$ cat src/rtl/rv32i_types.sv
// ============================================================================
// Module   : rv32i_types
// Brief    : Shared pipeline type definitions (skid-stage state encoding).
// Revision : 1.0 - initial release
// ============================================================================
`default_nettype none

package rv32i_types;

    typedef enum logic [1:0] {
        EMPTY = 2'd0,
        ONE   = 2'd1,
        TWO   = 2'd2
    } pipe_skid_state_t;

endpackage

`default_nettype wire

$ cat src/rtl/sat_counter.sv
// ============================================================================
// Module   : sat_counter
// Brief    : Up-counter that sticks at all-ones; cleared only by reset.
// Revision : 1.0 - initial release
// ============================================================================
`default_nettype none

module sat_counter #(
    parameter int CNT_W = 16
) (
    input  logic             clk,
    input  logic             rst,
    input  logic             inc,
    output logic [CNT_W-1:0] count
);

    logic [CNT_W-1:0] r_count;

    always_ff @(posedge clk or negedge rst) begin
        if (!rst) begin
            r_count <= '0;
        end else if (inc && (r_count != {CNT_W{1'b1}})) begin
            r_count <= r_count + CNT_W'(1);
        end
    end

    assign count = r_count;

endmodule

`default_nettype wire

$ cat src/rtl/pipe_skid_reg.sv
// ============================================================================
// Module   : pipe_skid_reg
// Brief    : Valid/ready pipeline register, optional two-entry skid buffer.
// Revision : 1.0 - initial release
// ============================================================================
`default_nettype none

module pipe_skid_reg
    import rv32i_types::*;
#(
    parameter int WIDTH = 32,
    parameter int SKID  = 1,
    parameter int CNT_W = 16
) (
    input  logic             clk,
    input  logic             rst,
    input  logic             in_valid,
    input  logic [WIDTH-1:0] in_data,
    output logic             in_ready,
    output logic             out_valid,
    output logic [WIDTH-1:0] out_data,
    input  logic             out_ready,
    input  logic             flush,
    output logic [1:0]       occupancy,
    output logic [CNT_W-1:0] stall_cnt
);

    pipe_skid_state_t r_state;
    pipe_skid_state_t w_state_nxt;
    logic [WIDTH-1:0] r_main;
    logic [WIDTH-1:0] r_skid;
    logic [WIDTH-1:0] w_main_nxt;
    logic [WIDTH-1:0] w_skid_nxt;
    logic             w_in_ready;
    logic             w_accept;
    logic             w_drain;
    logic             w_stall_inc;

    assign w_accept    = in_valid & w_in_ready;
    assign w_drain     = out_valid & out_ready;
    assign w_stall_inc = out_valid & ~out_ready;

    always_ff @(posedge clk or negedge rst) begin
        if (!rst) begin
            r_state <= EMPTY;
            r_main  <= '0;
            r_skid  <= '0;
        end else begin
            r_state <= w_state_nxt;
            r_main  <= w_main_nxt;
            r_skid  <= w_skid_nxt;
        end
    end

    // Flush wins over everything; an accept in the flush cycle is dropped.
    always_comb begin
        w_state_nxt = r_state;
        w_main_nxt  = r_main;
        w_skid_nxt  = r_skid;
        if (flush) begin
            w_state_nxt = EMPTY;
        end else begin
            case (r_state)
                EMPTY: begin
                    if (w_accept) begin
                        w_state_nxt = ONE;
                        w_main_nxt  = in_data;
                    end
                end
                ONE: begin
                    if (w_accept && w_drain) begin
                        w_main_nxt = in_data;
                    end else if (w_accept) begin
                        if (SKID != 0) begin
                            w_state_nxt = TWO;
                            w_skid_nxt  = in_data;
                        end
                    end else if (w_drain) begin
                        w_state_nxt = EMPTY;
                    end
                end
                TWO: begin
                    if (w_drain) begin
                        w_state_nxt = ONE;
                        w_main_nxt  = r_skid;
                    end
                end
                default: begin
                    w_state_nxt = EMPTY;
                end
            endcase
        end
    end

    generate
        if (SKID != 0) begin : g_skid
            // Ready comes straight from a flop so out_ready never reaches in_ready.
            logic r_in_ready;
            always_ff @(posedge clk or negedge rst) begin
                if (!rst) begin
                    r_in_ready <= 1'b1;
                end else begin
                    r_in_ready <= (w_state_nxt != TWO);
                end
            end
            assign w_in_ready = r_in_ready;
        end else begin : g_noskid
            assign w_in_ready = (r_state == EMPTY) | out_ready;
        end
    endgenerate

    sat_counter #(
        .CNT_W (CNT_W)
    ) u_stall_cnt (
        .clk   (clk),
        .rst   (rst),
        .inc   (w_stall_inc),
        .count (stall_cnt)
    );

    assign in_ready  = w_in_ready;
    assign out_valid = (r_state != EMPTY);
    assign out_data  = r_main;
    assign occupancy = r_state;

endmodule

`default_nettype wire

$ cat config.mk
export PLATFORM = sky130hd
export DESIGN_NAME = pipe_skid_reg
export DESIGN_NICKNAME = d
export VERILOG_FILES = /design/src/rtl/rv32i_types.sv /design/src/rtl/sat_counter.sv /design/src/rtl/pipe_skid_reg.sv
export SDC_FILE = /design/constraint.sdc
export NUM_CORES = 1
export LEC_CHECK = 0
export ABC_CLOCK_PERIOD_IN_PS = 3280
export CAP_MARGIN = 10
export CORE_MARGIN = 5
export CORE_UTILIZATION = 40
export DETAILED_ROUTE_END_ITERATION = 7
export HOLD_SLACK_MARGIN = 0.03
export MAX_ROUTING_LAYER = met4
export PLACE_DENSITY = 0.66
export SLEW_MARGIN = 20
export SYNTH_ARGS = -nofsm -noshare
export SYNTH_HDL_FRONTEND = slang
export SYNTH_SLANG_ARGS = --single-unit
$ cat constraint.sdc
create_clock -name clk -period 3.28 [get_ports clk]
set_input_delay 0.656 -clock clk [delete_from_list [all_inputs] [get_ports clk]]
set_output_delay 0.656 -clock clk [all_outputs]
set_load 0.01 [all_outputs]
==> results.toml <==
[setup_path]
path_max_fanout = 8
worstReg2RegEnd = "out_data[25]$_DFFE_PN0P_"
crit_arrival_ns = 1.64
start_kind = "flop"
r2r-start = "occupancy[0]$_DFF_PN0_"
reg2regPathDepth = 5
crit_path_end_kind = "output pin"
endpoint = "out_valid"
path_class = "flop to output pin"
worst_ep_required_time_ns = 2.62
ff2ff_setup_slack_ns = 1.45
setup.worst_path.start = "occupancy[1]$_DFF_PN0_"

[cts]
cts_sinks = 83
clockRootBuffer = "clkbuf_8"
clock_latency_ns = 0.34
cts_setup_buffers = 0
cts-htree-levels = 3
cts-resized-gates = 0
cts_hold_buf = 0
clock_path_buffers = 2
path_clk_slew_ns = 0.08
numCtsBuffers = 9
cts_tree = "done"

[floorplanning]
io_pins = 89
die_area_mm2 = 0.0115
coreArea_mm2 = 0.00924
start_util = 0.410
die_x_um = 107
die_h_um = 107
rows = 35

[logic_synthesis]
synth_cell_types = 35
synth_top_area_frac = 0.541
syn_nets = 298
synth.avg_cell_area_um2 = 14.6
synth-seq-area-share = 0.548
synth_edf_count = 0
synth_cells = 260
yosysWarnings = 0
synth_area_leaders = "dfrtp_1, mux2_2, xor2_1, buf_6, buf_4"
async_flop_share = 1.00
synth_most_common_cell = "mux2_2"
netlist_area_mm2 = 0.00379
netlist_top_cells_count = "mux2_2, dfrtp_1, xor2_1"
synth_top_area_cell = "dfrtp_1"
ys_ff_latch = 83
ys.flop_type = "dfrtp_1"

[cells_and_area]
syn2layout_area_growth_pct = 31.4
drive_above_1_share = 0.367
antenna_cells = 0
nets = 388

[timing]
slew_violations = 0
achievable-frequency_mhz = 436
min_period_ns = 2.29
hold_slack_ns = 0.340
tightest_slew_ns = 0.765
relSlewSlack = 0.490
setup-tns-final_ns = 0
period_share = 0.700
setup_viol = 0
rsz0062_at_grt = "no"
fin_skew_ns = 0.00768
hold_viol_final = 0

[placement]
numPortBuffers = 88
gp_congestion = 0.782
dp_hpwl_um = 5030

[worst_hold_path]
hp-class = "input pin to asynchronous set/reset pin"

[grt]
grt_pass1_vias = 2539
antenna_found_initial = 0
grt_pass1_wl_um = 12800
track_usage = 0.144
gr-total-overflow = 0
grt_max_degree = 84

[routing]
drc = 0
dr.pass1.iters = 3
drt_iter0_drc = 67
vias = 2348
wl_um = 7480
wl_per_cell_um = 15.5
via_per_inst = 4.86
ant_nets = 0

[flow_run]
drv_cap = 0

[pwr]
p_per_area_mw_per_mm2 = 583
ir_drop_uv = 298
power_leakage_nw = 2.13

[run_status]
run_status = "complete, no violations"
==> how the worst min path moves through the flow <==
stage | startpoint | endpoint | cells after the start
final | rst | r_skid[17]$_DFFE_PN0P_ | 1
after global routing | rst | r_skid[19]$_DFFE_PN0P_ | 1
after CTS | out_data[16]$_DFFE_PN0P_ | out_data[16]$_DFFE_PN0P_ | 1
after detailed placement | u_stall_cnt.count[7]$_DFFE_PN0P_ | u_stall_cnt.count[7]$_DFFE_PN0P_ | 1
after global placement | r_skid[21]$_DFFE_PN0P_ | r_skid[21]$_DFFE_PN0P_ | 1
after floorplan | rst | occupancy[0]$_DFF_PN0_ | 0
==> metal layers <==
| layer | global-route usage | part of all wire | vias up |
|---|---|---|---|
| met5 | - | 0 | - |
| met4 | 0.0433 | 0.012 | 0 |
| met3 | 0.0306 | 0.038 | 7 |
| met2 | 0.231 | 0.49 | 49 |
| met1 | 0.185 | 0.46 | 1189 |
| li1 | - | - | 1103 |
==> registers in the layout, summed over array words and instances (netlist names) <==
signal,count
in_ready,1
occupancy,2
out_data,32
r_skid,32
u_stall_cnt.count,16
==> per-stage QoR <==
| stage | std cells | power (W) | instance area, µm² | utilization | setup WS [ns] |
|---|---|---|---|---|---|
| 5_1_grt | 483 | 0.00308 | 4980 | 0.539 | 0.907 |
| 2_1_floorplan | 260 | 0.00175 | 3790 | - | 1.59 |
| 4_1_cts | 483 | 0.00296 | 4980 | 0.539 | 0.953 |
| 3_3_place_gp | 468 | 0.00212 | 4760 | 0.516 | 0.824 |
| 6_report | 483 | 0.00291 | 4980 | 0.539 | 0.985 |
| 3_5_place_dp | 468 | 0.00215 | 4760 | 0.516 | 0.769 |
==> logic make-up (layout without fill, tap and decap cells) <==
group	count (synthesis)	count (layout)	synth area share
compound gates	5	5	0.00990
buf+inv	13	107	0.0290
mux	98	98	0.291
flops	83	83	0.548
fa+ha+maj	1	1	0.00330
simple gates	45	45	0.0845
xor+xnor	15	15	0.0346
==> cell usage in the layout, fill, tap and decap left out, drive strengths merged, types with 3 or more instances in the layout <==
| master | instances |
|---|---|
| and3 | 4 |
| buf | 4 |
| clkbuf | 10 |
| clkdlybuf4s50 | 87 |
| dfrtp | 82 |
| mux2 | 97 |
| nand2 | 8 |
| nand4 | 4 |
| nor2 | 3 |
| nor3 | 8 |
| nor4 | 4 |
| xor2 | 15 |
==> where the power goes <==
group          leakage (nW)  internal [W]  switching [W]
Combinational          1.00      0.000459       0.000249
Sequential             1.02       0.00126       0.000143
Clock                 0.108      0.000443       0.000348
Total                  2.13       0.00217       0.000740
==> cell type report <==
| cell class | instances | area, µm² |
|---|---|---|
| Multi-Input combinational cell | 164 | 1620 |
| Timing Repair Buffer | 91 | 905 |
| Sequential cell | 83 | 2080 |
| Clock buffer | 10 | 138 |
| Fill cell | 802 | 4260 |
| Inverter | 1 | 3.75 |
| Clock inverter | 5 | 77.6 |
| Tap cell | 129 | 161 |
==> worst max-delay path, cell delays in order (launching register included) <==
cell	delay (ns)
dfrtp_1	0.46
or2_2	0.36
clkdlybuf4s50_1	0.49
No activity file was read; power rests on OpenSTA's default activity.
